**src/rtl/multdiv_pkg.sv**
```systemverilog
// Shared types and constants for the iterative multiply/divide unit.
// The decoder and execute stage import these along with the unit.
package multdiv_pkg;

    typedef enum logic [1:0] {
        IDLE = 2'd0,
        MUL  = 2'd1,
        DIV  = 2'd2,
        DONE = 2'd3
    } state_e;

    localparam logic [4:0]  ALUOP_MUL   = 5'b00110;
    localparam logic [4:0]  ALUOP_DIV   = 5'b00111;
    localparam int          ITERATIONS  = 32;
    localparam logic [31:0] RSTATUS_MUL = 32'd4;
    localparam logic [31:0] RSTATUS_DIV = 32'd5;

    // Two's-complement magnitude; 0x80000000 maps to 2^31 as an unsigned value.
    function automatic logic [31:0] abs32(input logic [31:0] v);
        logic [31:0] r;
        if (v[31]) begin
            r = ~v + 32'd1;
        end else begin
            r = v;
        end
        return r;
    endfunction

endpackage

```
**src/rtl/multdiv_if.sv**
```systemverilog
// Start/operand/result bundle between the execute stage and the multiply/divide unit.
// The processor side drives starts and operands; the unit returns result and status.
interface multdiv_if #(
    parameter int WIDTH = 32
);
    logic             ctrl_MULT;
    logic             ctrl_DIV;
    logic [WIDTH-1:0] data_operandA;
    logic [WIDTH-1:0] data_operandB;
    logic [WIDTH-1:0] data_result;
    logic             data_exception;
    logic             data_resultRDY;
    logic             busy;

    modport master (
        output ctrl_MULT,
        output ctrl_DIV,
        output data_operandA,
        output data_operandB,
        input  data_result,
        input  data_exception,
        input  data_resultRDY,
        input  busy
    );

    modport slave (
        input  ctrl_MULT,
        input  ctrl_DIV,
        input  data_operandA,
        input  data_operandB,
        output data_result,
        output data_exception,
        output data_resultRDY,
        output busy
    );
endinterface

```
**src/rtl/multdiv_div_nr_step.sv**
```systemverilog
// One non-restoring division step on magnitudes: shift {rem, quo} left, then
// add or subtract the divisor depending on the sign of the running remainder.
module div_nr_step #(
    parameter int WIDTH = 32
) (
    input  logic [WIDTH:0]   rem_s,
    input  logic [WIDTH-1:0] quo_s,
    input  logic [WIDTH-1:0] dvsr_s,
    output logic [WIDTH:0]   rem_nxt_s,
    output logic [WIDTH-1:0] quo_nxt_s
);

    logic [WIDTH:0] shifted_s;

    // Shift, conditional add/sub, and new quotient bit from the result sign.
    always_comb begin
        shifted_s = {rem_s[WIDTH-1:0], quo_s[WIDTH-1]};
        if (rem_s[WIDTH]) begin
            rem_nxt_s = shifted_s + {1'b0, dvsr_s};
        end else begin
            rem_nxt_s = shifted_s - {1'b0, dvsr_s};
        end
        quo_nxt_s = {quo_s[WIDTH-2:0], ~rem_nxt_s[WIDTH]};
    end

endmodule

```
**src/rtl/multdiv_unit.sv**
```systemverilog
// Iterative signed 32-bit multiply (radix-2 Booth) and divide (non-restoring) unit.
// Fixed 33-cycle start-to-ready latency; a new start while busy abandons the current op.
module multdiv_unit
    import multdiv_pkg::*;
#(
    parameter int WIDTH = 32
) (
    input  logic        clock,
    input  logic        reset_n,
    multdiv_if.slave    bus
);

    state_e           state_r, state_nxt_s;
    logic [4:0]       cnt_r, cnt_nxt_s;
    // Multiplicand for MUL, |divisor| for DIV.
    logic [WIDTH-1:0] mcand_r, mcand_nxt_s;
    // Booth accumulator / division remainder; one guard bit so a 0x80000000
    // multiplicand cannot overflow the partial sum.
    logic [WIDTH:0]   acc_r, acc_nxt_s;
    logic [WIDTH-1:0] q_r, q_nxt_s;
    logic             qm1_r, qm1_nxt_s;
    logic             is_div_r, is_div_nxt_s;
    logic             sign_a_r, sign_a_nxt_s;
    logic             sign_b_r, sign_b_nxt_s;
    logic [WIDTH-1:0] result_r, result_nxt_s;
    logic             exception_r, exception_nxt_s;
    logic             rdy_r, rdy_nxt_s;
    logic             busy_r, busy_nxt_s;

    logic             start_mul_s, start_div_s;
    logic [WIDTH:0]   mcand_ext_s;
    logic [WIDTH:0]   booth_sum_s;
    logic [WIDTH:0]   div_rem_s;
    logic [WIDTH-1:0] div_quo_s;
    logic             last_iter_s;

    assign start_mul_s = bus.ctrl_MULT & ~bus.ctrl_DIV;
    assign start_div_s = bus.ctrl_DIV & ~bus.ctrl_MULT;
    assign mcand_ext_s = {mcand_r[WIDTH-1], mcand_r};
    assign last_iter_s = (cnt_r == 5'(ITERATIONS - 1));

    div_nr_step #(.WIDTH(WIDTH)) u_div_step (
        .rem_s     (acc_r),
        .quo_s     (q_r),
        .dvsr_s    (mcand_r),
        .rem_nxt_s (div_rem_s),
        .quo_nxt_s (div_quo_s)
    );

    // Booth recoding of {Q[0], q-1}: add, subtract or pass the multiplicand.
    always_comb begin
        case ({q_r[0], qm1_r})
            2'b01:   booth_sum_s = acc_r + mcand_ext_s;
            2'b10:   booth_sum_s = acc_r - mcand_ext_s;
            default: booth_sum_s = acc_r;
        endcase
    end

    // Next-state and datapath update for the FSM.
    always_comb begin
        state_nxt_s     = state_r;
        cnt_nxt_s       = cnt_r;
        mcand_nxt_s     = mcand_r;
        acc_nxt_s       = acc_r;
        q_nxt_s         = q_r;
        qm1_nxt_s       = qm1_r;
        is_div_nxt_s    = is_div_r;
        sign_a_nxt_s    = sign_a_r;
        sign_b_nxt_s    = sign_b_r;
        result_nxt_s    = result_r;
        exception_nxt_s = exception_r;
        rdy_nxt_s       = 1'b0;
        busy_nxt_s      = busy_r;

        if (start_mul_s) begin
            state_nxt_s  = MUL;
            cnt_nxt_s    = 5'd0;
            mcand_nxt_s  = bus.data_operandA;
            acc_nxt_s    = {(WIDTH+1){1'b0}};
            q_nxt_s      = bus.data_operandB;
            qm1_nxt_s    = 1'b0;
            is_div_nxt_s = 1'b0;
            sign_a_nxt_s = 1'b0;
            sign_b_nxt_s = 1'b0;
            busy_nxt_s   = 1'b1;
        end else if (start_div_s) begin
            state_nxt_s  = DIV;
            cnt_nxt_s    = 5'd0;
            mcand_nxt_s  = abs32(bus.data_operandB);
            acc_nxt_s    = {(WIDTH+1){1'b0}};
            q_nxt_s      = abs32(bus.data_operandA);
            qm1_nxt_s    = 1'b0;
            is_div_nxt_s = 1'b1;
            sign_a_nxt_s = bus.data_operandA[WIDTH-1];
            sign_b_nxt_s = bus.data_operandB[WIDTH-1];
            busy_nxt_s   = 1'b1;
        end else begin
            case (state_r)
                IDLE: begin
                    busy_nxt_s = 1'b0;
                end
                MUL: begin
                    acc_nxt_s = {booth_sum_s[WIDTH], booth_sum_s[WIDTH:1]};
                    q_nxt_s   = {booth_sum_s[0], q_r[WIDTH-1:1]};
                    qm1_nxt_s = q_r[0];
                    cnt_nxt_s = cnt_r + 5'd1;
                    if (last_iter_s) begin
                        state_nxt_s = DONE;
                    end else begin
                        state_nxt_s = MUL;
                    end
                end
                DIV: begin
                    acc_nxt_s = div_rem_s;
                    q_nxt_s   = div_quo_s;
                    cnt_nxt_s = cnt_r + 5'd1;
                    if (last_iter_s) begin
                        state_nxt_s = DONE;
                    end else begin
                        state_nxt_s = DIV;
                    end
                end
                DONE: begin
                    state_nxt_s = IDLE;
                    rdy_nxt_s   = 1'b1;
                    busy_nxt_s  = 1'b1;
                    if (!is_div_r) begin
                        // Product overflows when the high word is not a sign extension.
                        result_nxt_s    = q_r;
                        exception_nxt_s = (acc_r[WIDTH-1:0] != {WIDTH{q_r[WIDTH-1]}});
                    end else if (mcand_r == {WIDTH{1'b0}}) begin
                        result_nxt_s    = {WIDTH{1'b0}};
                        exception_nxt_s = 1'b1;
                    end else if (sign_a_r ^ sign_b_r) begin
                        result_nxt_s    = ~q_r + {{(WIDTH-1){1'b0}}, 1'b1};
                        exception_nxt_s = 1'b0;
                    end else begin
                        // Same signs and a quotient of 2^31 only happens for 0x80000000 / -1.
                        result_nxt_s    = q_r;
                        exception_nxt_s = q_r[WIDTH-1];
                    end
                end
                default: begin
                    state_nxt_s = IDLE;
                    busy_nxt_s  = 1'b0;
                end
            endcase
        end
    end

    // State and datapath registers with asynchronous clear.
    always_ff @(posedge clock or negedge reset_n) begin
        if (!reset_n) begin
            state_r     <= IDLE;
            cnt_r       <= 5'd0;
            mcand_r     <= {WIDTH{1'b0}};
            acc_r       <= {(WIDTH+1){1'b0}};
            q_r         <= {WIDTH{1'b0}};
            qm1_r       <= 1'b0;
            is_div_r    <= 1'b0;
            sign_a_r    <= 1'b0;
            sign_b_r    <= 1'b0;
            result_r    <= {WIDTH{1'b0}};
            exception_r <= 1'b0;
            rdy_r       <= 1'b0;
            busy_r      <= 1'b0;
        end else begin
            state_r     <= state_nxt_s;
            cnt_r       <= cnt_nxt_s;
            mcand_r     <= mcand_nxt_s;
            acc_r       <= acc_nxt_s;
            q_r         <= q_nxt_s;
            qm1_r       <= qm1_nxt_s;
            is_div_r    <= is_div_nxt_s;
            sign_a_r    <= sign_a_nxt_s;
            sign_b_r    <= sign_b_nxt_s;
            result_r    <= result_nxt_s;
            exception_r <= exception_nxt_s;
            rdy_r       <= rdy_nxt_s;
            busy_r      <= busy_nxt_s;
        end
    end

    assign bus.data_result    = result_r;
    assign bus.data_exception = exception_r;
    assign bus.data_resultRDY = rdy_r;
    assign bus.busy           = busy_r;

endmodule

```
**src/flat_wrapper.sv**
```systemverilog
// flat-port wrapper written by rule: the top's interface ports become plain ports
module multdiv_unit_flat import multdiv_pkg::*;
#(
    parameter int WIDTH = 32
)
  (clock, reset_n, bus_ctrl_MULT, bus_ctrl_DIV, bus_data_operandA, bus_data_operandB, bus_data_result, bus_data_exception, bus_data_resultRDY, bus_busy);
  multdiv_if #(.WIDTH(WIDTH)) bus_i ();
  input  logic clock;
  input  logic reset_n;
  input wire logic [$bits(bus_i.ctrl_MULT)-1:0] bus_ctrl_MULT;
  input wire logic [$bits(bus_i.ctrl_DIV)-1:0] bus_ctrl_DIV;
  input wire logic [$bits(bus_i.data_operandA)-1:0] bus_data_operandA;
  input wire logic [$bits(bus_i.data_operandB)-1:0] bus_data_operandB;
  output wire logic [$bits(bus_i.data_result)-1:0] bus_data_result;
  output wire logic [$bits(bus_i.data_exception)-1:0] bus_data_exception;
  output wire logic [$bits(bus_i.data_resultRDY)-1:0] bus_data_resultRDY;
  output wire logic [$bits(bus_i.busy)-1:0] bus_busy;
  assign bus_i.ctrl_MULT = bus_ctrl_MULT;
  assign bus_i.ctrl_DIV = bus_ctrl_DIV;
  assign bus_i.data_operandA = bus_data_operandA;
  assign bus_i.data_operandB = bus_data_operandB;
  assign bus_data_result = bus_i.data_result;
  assign bus_data_exception = bus_i.data_exception;
  assign bus_data_resultRDY = bus_i.data_resultRDY;
  assign bus_busy = bus_i.busy;
  multdiv_unit #(.WIDTH(WIDTH)) u_core (.clock(clock), .reset_n(reset_n), .bus(bus_i));
endmodule
```
**config.mk**
```make
export PLATFORM = sky130hd
export DESIGN_NAME = multdiv_unit_flat
export DESIGN_NICKNAME = d
export VERILOG_FILES = /design/src/rtl/multdiv_pkg.sv /design/src/rtl/multdiv_if.sv /design/src/rtl/multdiv_div_nr_step.sv /design/src/rtl/multdiv_unit.sv /design/src/flat_wrapper.sv
export SDC_FILE = /design/constraint.sdc
export NUM_CORES = 1
export LEC_CHECK = 0
export ABC_CLOCK_PERIOD_IN_PS = 5280
export CORE_ASPECT_RATIO = 1.5
export CORE_MARGIN = 5
export CORE_UTILIZATION = 27
export DETAILED_ROUTE_END_ITERATION = 12
export MAX_ROUTING_LAYER = met4
export PLACE_DENSITY = 0.4
export SYNTH_ARGS = -nofsm -noshare
export SYNTH_HDL_FRONTEND = slang
export SYNTH_SLANG_ARGS = --single-unit
```
**constraint.sdc**
```tcl
create_clock -name clock -period 5.28 [get_ports clock]
set_input_delay 1.584 -clock clock [delete_from_list [all_inputs] [get_ports clock]]
set_output_delay 1.584 -clock clock [all_outputs]
set_load 0.02 [all_outputs]
```
# Word-level counts from Yosys, hierarchy flattened
# Cells that the tools add are included.
op_classes:
  n_addsub: 8
  n_eq_ne: 7
  n_mux: 41
  n_bitwise: 11
  reduce_logical: 10
op_table:
  columns: ["cell", "count"]
  rows:
  - ["$mux W32", 9]
  - ["$pmux W33 S2", 2]
  - ["$mux W33", 3]
  - ["$add A32 B1 Y32 const B", 3]
  - ["$not A32 Y32", 3]
  - ["$pmux W32 S2", 1]
  - ["$add A33 B32 Y33", 1]
  - ["$add A33 B33 Y33", 1]
  - ["$sub A33 B32 Y33", 1]
  - ["$sub A33 B33 Y33", 1]
  - ["$logic_not A32 Y1", 1]
  - ["$ne A32 B32 Y1", 1]
  - ["$mux W1", 18]
  - ["$mux W5", 3]
  - ["$reduce_bool A4 Y1", 2]
  - ["$eq A2 B2 Y1 const B", 3]
  - ["$mux W2", 3]
  - ["$pmux W2 S3", 1]
  - ["$reduce_bool A3 Y1", 2]
  - ["$add A5 B1 Y5 const B", 1]
  - ["$eq A5 B5 Y1 const B", 1]
  - ["$not A1 Y1", 5]
  - ["$reduce_bool A5 Y1", 1]
  - ["$eq A2 B1 Y1 const B", 2]
  - ["7 further kinds", 8]
totals:
  ff_bits: 143
  out_inout_bits: 35
  word_cells: 90

# Depth between registers and ports, before layout
# Gate-level depths: netlist of run 1.
depth:
  depth_word: 6
  depth_mapped: 19

# Cells and area by module
# A second synthesis of run 1 with hierarchy kept.
unflattened:
  cells_unflattened: 1894
  hier_area_um2: 14462.6
modules_own_cells:
  columns: ["module", "n_inst", "cells_per_inst", "area_per_inst_um2"]
  rows:
  - ["multdiv_unit", 1, 1496, 11752.5]
  - ["div_nr_step", 1, 398, 2710.1]

# Worst setup path after synthesis of run 1
# Ideal clock, no wire load.
synth_timing:
  path_kind: "register -> register"
  startpoint: "register u_core.mcand_r[8]"
  endpoint: "register u_core.acc_r[32]"
  t_arrival_ps: 4462
  required_ps: 5203
  setup_slack_ps: 741
  stages_incl_launch_ff: 19
  n_path_buf: 1
  period_less_slack_ps: 4539
  cell_sequence: "dfrtp_1 -> buf_6 -> or4_4 -> nand4b_4 -> or4_2 -> nor3_1 -> nor3b_1 -> nor2_1 -> xnor2_1 -> ha_1 -> nand2_1 -> o21ai_0 -> a221o_1 -> a21oi_1 -> o21ai_0 -> or3_4 -> a21oi_2 -> mux2_1 -> a21oi_1"
synth_via:
  elab_chain_cells: 5
  elab_cells_between_ends: 9
synth_lines:
  columns: ["item", "line", "source"]
  rows:
  - ["start, declared", "multdiv_unit.sv:16", "logic [WIDTH-1:0] mcand_r, mcand_nxt_s;"]
  - ["start signal, assigned", "multdiv_unit.sv:156", "mcand_r <= {WIDTH{1'b0}};"]
  - ["start signal, assigned", "multdiv_unit.sv:170", "mcand_r <= mcand_nxt_s;"]
  - ["$sub A33 B33 Y33 (tied with other cells)", "multdiv_unit.sv:54", "2'b10: booth_sum_s = acc_r - mcand_ext_s;"]
  - ["$pmux W33 S2 or $mux W33 (tied branches)", "multdiv_unit.sv:52, multdiv_div_nr_step.sv:18", null]
  - ["$pmux W33 S2 (*)", "multdiv_unit.sv:98", "case (state_r)"]
  - ["$mux W33 (*)", "multdiv_unit.sv:86", "end else if (start_div_s) begin"]
  - ["$mux W33 (*)", "multdiv_unit.sv:75", "if (start_mul_s) begin"]
  - ["end signal, assigned", "multdiv_unit.sv:157", "acc_r <= {(WIDTH+1){1'b0}};"]
  - ["end signal, assigned", "multdiv_unit.sv:171", "acc_r <= acc_nxt_s;"]
  - ["end, declared", "multdiv_unit.sv:19", "logic [WIDTH:0] acc_r, acc_nxt_s;"]
# Mark *: on every way between the ends. The rest lies on a longest branch, timed or not.
# A chain may end at the register's enable or synchronous reset.

# Final worst setup path of run 1
# Same ends and word-level chain as after synthesis.

==> impl_metrics.toml, run 1 <==
[power]
p_comb_share_pct = 67.9
ir_worst_vdd_uv = 319
p_per_area_nw_per_um2 = 650
power_mw = 10.4
leakage_nw = 6.45
power_frac_seq_pct = 20.3
swShare_pct = 51.4
p_int_mw = 5.07
pwr-share-clk_pct = 11.8
switching_power_mw = 5.35

[clock_tree]
cts-root-buf = "clkbuf_16"
cts_tree = "built"
cts_sinks = 143
cts_buffers = 17
insertion_delay_ns = 0.45
cts_buffer_depth = 2
path_clk_slew_ns = 0.08
htreeDepth = 4

[sta]
skew_ns = 0.0160
finalSetupViolations = 0
fmax_mhz = 206
final.setup.tns_ns = 0
worstMarginPinSlew_ns = 1.01
report.final.slew_viol_count = 0
hold_viol_final = 0
period_needed_ns = 4.85
finalCritPeriodShare_pct = 91.8
maxSlewHeadroom_pct = 32.0
rsz0062_at_grt = "no"

[synthesis]
synth_seq_cells = 143
synthDistinctLibCells = 86
syn_inst = 1774
syn_avg_cell_area_sq_um = 7.75
syn-cell-area_sq_um = 13800
synth_flop_cell = "dfrtp_1"
ys_seq_area_share_pct = 26.0
yosysTopAreaCell = "dfrtp_1"
yosys_warnings = 0
synthArstFlopShare_pct = 100
synth_nets = 1920
synth_top_area_share_pct = 26.0
synth_area_leaders = "dfrtp_1 (26%), xor2_1 (7.4%), ha_1 (6.9%)"
synth_edf_count = 0

[hold_path]
hp-class = "reg2reg"
min_from = "u_core.bus.data_result[3]"

[cells_and_area]
num-fill-cells = 5555
postLayoutCoreUtil_pct = 31.7
layout.nets = 1972
drive_above_1_share_pct = 5.87
syn_to_final_growth_pct = 16.4

[detailed_routing]
wirelength_microns = 48700
drtIter0Drc = 610
wl_per_cell_microns = 19.4
via_per_inst = 5.12
dr.pass1.iters = 5
ant_nets = 0
drc = 0
num_vias = 12800

[critical_path]
worstPathMaxFanout = 7
cp_slowest_cell = "or4_2"
max_stage_delay_ns = 0.60
end_kind = "flop"
cp.required_ns = 5.65
crit_type = "reg2reg"
r2r_start = "u_core.mcand_r[8]"
setup.worst_path.start_class = "flop"
worstPathCellList = "or4_4 -> nand4b_4 -> or4_2 -> nor3_2 -> nor3b_1 -> nor2_1 -> xnor2_1 -> ha_1 -> nand2_1 -> o21ai_0 -> a221o_1 -> a21oi_1 -> o21ai_0 -> or3_4 -> a21oi_2 -> mux2_1 -> a21oi_1"
crit_family = "simple AND/OR/NAND/NOR gates"
startpoint = "u_core.mcand_r[8]"
crit_buf_inv = 0
cp.arrival_ns = 5.22

[global_route]
grt_pass1_wl_microns = 76400
grt_max_degree = 90
grt_pass1_vias = 13200
grt_use_total_pct = 17.7
use_met2_pct = 32.8
grt.met3_usage_pct = 2.16
use_met1_pct = 20.3
grt.overflow.total = 0
grt_most_used_layer = "met2"
antenna_found_initial = 1

[place]
port_buffers = 102
place_hpwl_microns = 37900
gp_congestion = 0.849

[run]
cap_violations = 0

[floorplanning]
dieArea_sq_um = 55700
die_w_microns = 194
start_util_pct = 27.2
ios = 103
core-area_sq_um = 50500
die_h_microns = 286
rows = 101

[outcome]
status = "completed"
[logic make-up (layout without fill, tap and decap cells)]
kind of cell / after synthesis / count (layout) / share of synthesized area (%)
AOI/OAI and AO/OA: 597 / 597 / 27.1
and+or+nand+nor: 571 / 571 / 19.9
DFF: 143 / 143 / 26.0
other: 0 / 1 / 0
xor gates and xnor gates: 202 / 202 / 12.9
buffers and inverters: 160 / 225 / 5.21
adders and majority gates: 78 / 78 / 7.20
muxes: 23 / 23 / 1.70
[power groups by stage]
stage	registers, mW	clock network [mW]	logic, mW
6_report	2.12	1.23	7.07
5_1_grt	2.19	1.31	7.87
4_1_cts	2.12	1.28	7.14
3_5_place_dp	2.14	0	7.09
3_3_place_gp	2.14	0	7.09
2_1_floorplan	2.00	0	5.13
[worst paths after layout]
path | end | slack [ns] | depth (start not counted)
setup reg to reg | u_core.acc_r[32] | 0.43 | 17
setup / recovery | u_core.acc_r[32] | 0.43 | 17
hold reg to reg | u_core.bus.data_result[3] | 0.49 | 2
max in group asynchronous | u_core.mcand_r[25] | 3.07 | 2
hold / removal | u_core.bus.data_result[3] | 0.49 | 2
min in group asynchronous | u_core.acc_r[32] | 1.20 | 1
[per-stage QoR]
| stage | hold slack [ns] | setup WS, ns | std cells | area (sq um) |
|---|---|---|---|---|
| global route | 0.519 | 0.0450 | 2509 | 16000 |
| CTS | 0.496 | 0.318 | 2508 | 16000 |
| detailed placement | 0.473 | 0.347 | 2476 | 15400 |
| floorplan | 0.472 | 0.741 | 1774 | 13800 |
| finish | 0.485 | 0.431 | 2509 | 16000 |
| global placement | 0.473 | 0.382 | 2476 | 15400 |
[sequential cells by signal (all words and copies together) (netlist names)]
| register | cells |
|---|---|
| u_core.acc_r | 33 |
| u_core.bus.busy | 1 |
| u_core.bus.data_exception | 1 |
| u_core.bus.data_result | 32 |
| u_core.bus.data_resultRDY | 1 |
| u_core.cnt_r | 5 |
| u_core.is_div_r | 1 |
| u_core.mcand_r | 32 |
| u_core.q_r | 32 |
| u_core.qm1_r | 1 |
| u_core.sign_a_r | 1 |
| u_core.sign_b_r | 1 |
| u_core.state_r | 2 |
[layer usage]
layer / vias to the layer above / part of all wire [%]
li1: 6491 / -
met2: 196 / 53
met1: 6115 / 42
met5: - / 0
met3: 45 / 2.3
met4: 0 / 2.0
[cell usage in the layout, fill, tap and decap left out, drive strengths merged, types with 19 or more instances in the layout]
cell           instances
xor2                 117
inv                   57
nor3                  28
nor4                  25
clkdlybuf4s50        101
nand2b                19
mux2i                 20
nor2                 162
a211oi                72
dfrtp                143
a21oi                154
nand2                199
xnor2                 85
o31ai                 27
a21o                  25
o21ai                188
ha                    76
nor2b                 35
buf                   47
a31oi                 19
[worst reg2reg max path, cell delays in order (launching register included)]
cell	delay (ns)
dfrtp_1	0.47
or4_4	0.56
nand4b_4	0.21
or4_2	0.60
nor3_2	0.20
nor3b_1	0.29
nor2_1	0.09
xnor2_1	0.14
ha_1	0.35
nand2_1	0.13
o21ai_0	0.13
a221o_1	0.32
a21oi_1	0.18
o21ai_0	0.12
or3_4	0.39
a21oi_2	0.15
mux2_1	0.33
a21oi_1	0.12
[timing repair]
action,in CTS,in global routing
gates resized for setup,0,1
hold buffers,0,0
buffers inserted,0,0
setup endpoints to repair,0,1
[cell usage after synthesis, drive strengths merged, types with 6 or more instances]
library cell	count
a211oi	72
a21o	25
a21oi	154
a22oi	7
a31oi	19
and2	7
and3	13
buf	26
clkbuf	87
dfrtp	143
ha	76
inv	45
mux2i	20
nand2	199
nand2b	19
nand3	18
nand4	13
nor2	162
nor2b	35
nor3	28
nor3b	7
nor4	25
o211ai	11
o21a	11
o21ai	188
o21bai	12
o22ai	6
o31ai	27
o41ai	18
or3	15
or4	14
xnor2	85
xor2	117
[cell type report]
cell class | instances | area (sq um) | area share, %
inverter | 45 | 169 | 1.05
antenna | 1 | 2.50 | 0.0156
clock inverter | 15 | 143 | 0.891
sequential | 143 | 3580 | 22.3
timing repair buffer | 148 | 1370 | 8.54
clock buffer | 17 | 425 | 2.66
multi-input combinational | 1471 | 9490 | 59.3
tap | 669 | 837 | 5.23
(Power assumes the default switching activity.)
==> inputs of run 2 (changes only) <==
--- a/config.mk
+++ b/config.mk
@@ -11,7 +11,6 @@
 export CORE_UTILIZATION = 27
 export DETAILED_ROUTE_END_ITERATION = 12
 export MAX_ROUTING_LAYER = met4
-export PLACE_DENSITY = 0.4
 export SYNTH_ARGS = -nofsm -noshare
 export SYNTH_HDL_FRONTEND = slang
 export SYNTH_SLANG_ARGS = --single-unit
==> run 2 against run 1 <==
First-iteration DRC count increased by 39%; sequential cell count unchanged; sequential power hardly changed; critical path type unchanged; largest power group unchanged.
==> impl_metrics.toml, run 2 (synthesis results as in run 1) <==
[clock_tree]
ctsHoldBuffers = 0
cts_tree = "built"
insertion_delay_ns = 0.44
cts_sinks = 143
htreeDepth = 4
cts_buffers = 17
path_clk_slew_ns = 0.06
cts_buffer_depth = 2
postCtsSetupBuffers = 0
cts-root-buf = "clkbuf_16"
cts_resized = 0

[floorplanning]
dieArea_sq_um = 55700
core-area_sq_um = 50500
ios = 103
die_w_microns = 194
die_h_microns = 286
rows = 101
start_util_pct = 27.2

[critical_path]
worstPathMaxFanout = 5
cp.arrival_ns = 5.25
setup.worst_path.start_class = "flop"
end_kind = "flop"
crit_type = "reg2reg"
cp.required_ns = 5.59

[global_route]
grt_max_degree = 90
grt_pass1_wl_microns = 74200
grt_pass1_vias = 13500
grt_use_total_pct = 16.8
antenna_found_initial = 0
grt.overflow.total = 0

[sta]
skew_ns = 0.00691
worstMarginPinSlew_ns = 1.31
final.setup.tns_ns = 0
period_needed_ns = 4.94
finalCritPeriodShare_pct = 93.6
rsz0062_at_grt = "no"
hold_viol_final = 0
finalSetupViolations = 0
maxSlewHeadroom_pct = 11.3
fmax_mhz = 202
report.final.slew_viol_count = 0

[cells_and_area]
regArea_sq_um = 3580
final_common_cell = "nand2_1"
num-fill-cells = 5421
top_register = "u_core.acc_r"
drive_above_1_share_pct = 5.62
multi_input_comb_area_sq_um = 9500
syn_to_final_growth_pct = 16.8
n_antenna_cell = 0
postLayoutCoreUtil_pct = 31.8
layout_common_cells = "nand2_1 (198), o21ai_0 (185), nor2_1 (162)"
largest_reg_flops = 33
layout.nets = 1965
fin_cells = 2501

[detailed_routing]
drc = 0
drtIter0Drc = 845
wirelength_microns = 46200
num_vias = 13200
wl_per_cell_microns = 18.5
ant_nets = 0
via_per_inst = 5.27
dr.pass1.iters = 8

[run]
cap_violations = 0

[place]
place_hpwl_microns = 35800
place_inst = 2469
gp_congestion = 0.963
port_buffers = 102

[hold_path]
hp-class = "reg2reg"

[outcome]
status = "completed"

[power]
ir_worst_vdd_uv = 311
leakage_nw = 6.46
p_per_area_nw_per_um2 = 657
run 2: final cells by class:
class	instances	share of cell area, %
Multi-Input combinational cell	1471	59.1
Tap cell	669	5.21
Sequential cell	143	22.3
Clock buffer	17	2.65
Clock inverter	15	1.44
Inverter	45	1.05
Timing Repair Buffer	141	8.26
run 2: worst paths after layout:
kind,from,endpoint,slack (ns),cells after the start
max in group asynchronous,reset_n,u_core.mcand_r[5],3.02,2
max reg2reg,u_core.mcand_r[0],u_core.acc_r[26],0.34,17
min reg2reg,u_core.bus.data_result[26],u_core.bus.data_result[26],0.49,2
min,u_core.bus.data_result[26],u_core.bus.data_result[26],0.49,2
min in group asynchronous,reset_n,u_core.acc_r[28],1.17,1
max,u_core.mcand_r[0],u_core.acc_r[26],0.34,17
run 2: per-layer routing:
layer,share of wire (%),GRT usage (%),vias up
li1,-,-,6488
met1,40,18.1,6264
met2,53,30.8,321
met3,2.9,2.38,99
met4,4.1,6.96,0
met5,0,-,-
run 2: critical path, stage by stage (launching register included):
cell      delay (ns)
dfrtp_1         0.43
inv_1           0.08
ha_1            0.19
nor3b_2         0.35
nor3b_1         0.32
nor2_1          0.09
xnor2_1         0.15
ha_1            0.37
nor2_1          0.06
a21oi_1         0.15
o311ai_0        0.17
buf_4           0.18
o41ai_1         1.04
a211oi_2        0.21
o21ai_0         0.46
xor2_1          0.12
a222oi_1        0.32
o21ai_0         0.13
run 2: where the power goes:
| group | total [mW] | switching (mW) | internal [mW] |
|---|---|---|---|
| clock | 1.37 | 0.525 | 0.846 |
| sequential | 2.11 | 0.600 | 1.51 |
| combinational | 7.07 | 4.15 | 2.93 |
run 2: stage by stage:
step           power [mW]  worst slack (ns)  area, sq um  hold slack, ns
4_1_cts              10.5             0.253        16100           0.494
3_3_place_gp         8.98             0.378        15400           0.474
2_1_floorplan        7.13             0.741        13800           0.472
3_5_place_dp         9.10             0.279        15400           0.473
5_1_grt              11.5            0.0165        16100           0.521
6_report             10.6             0.336        16100           0.491
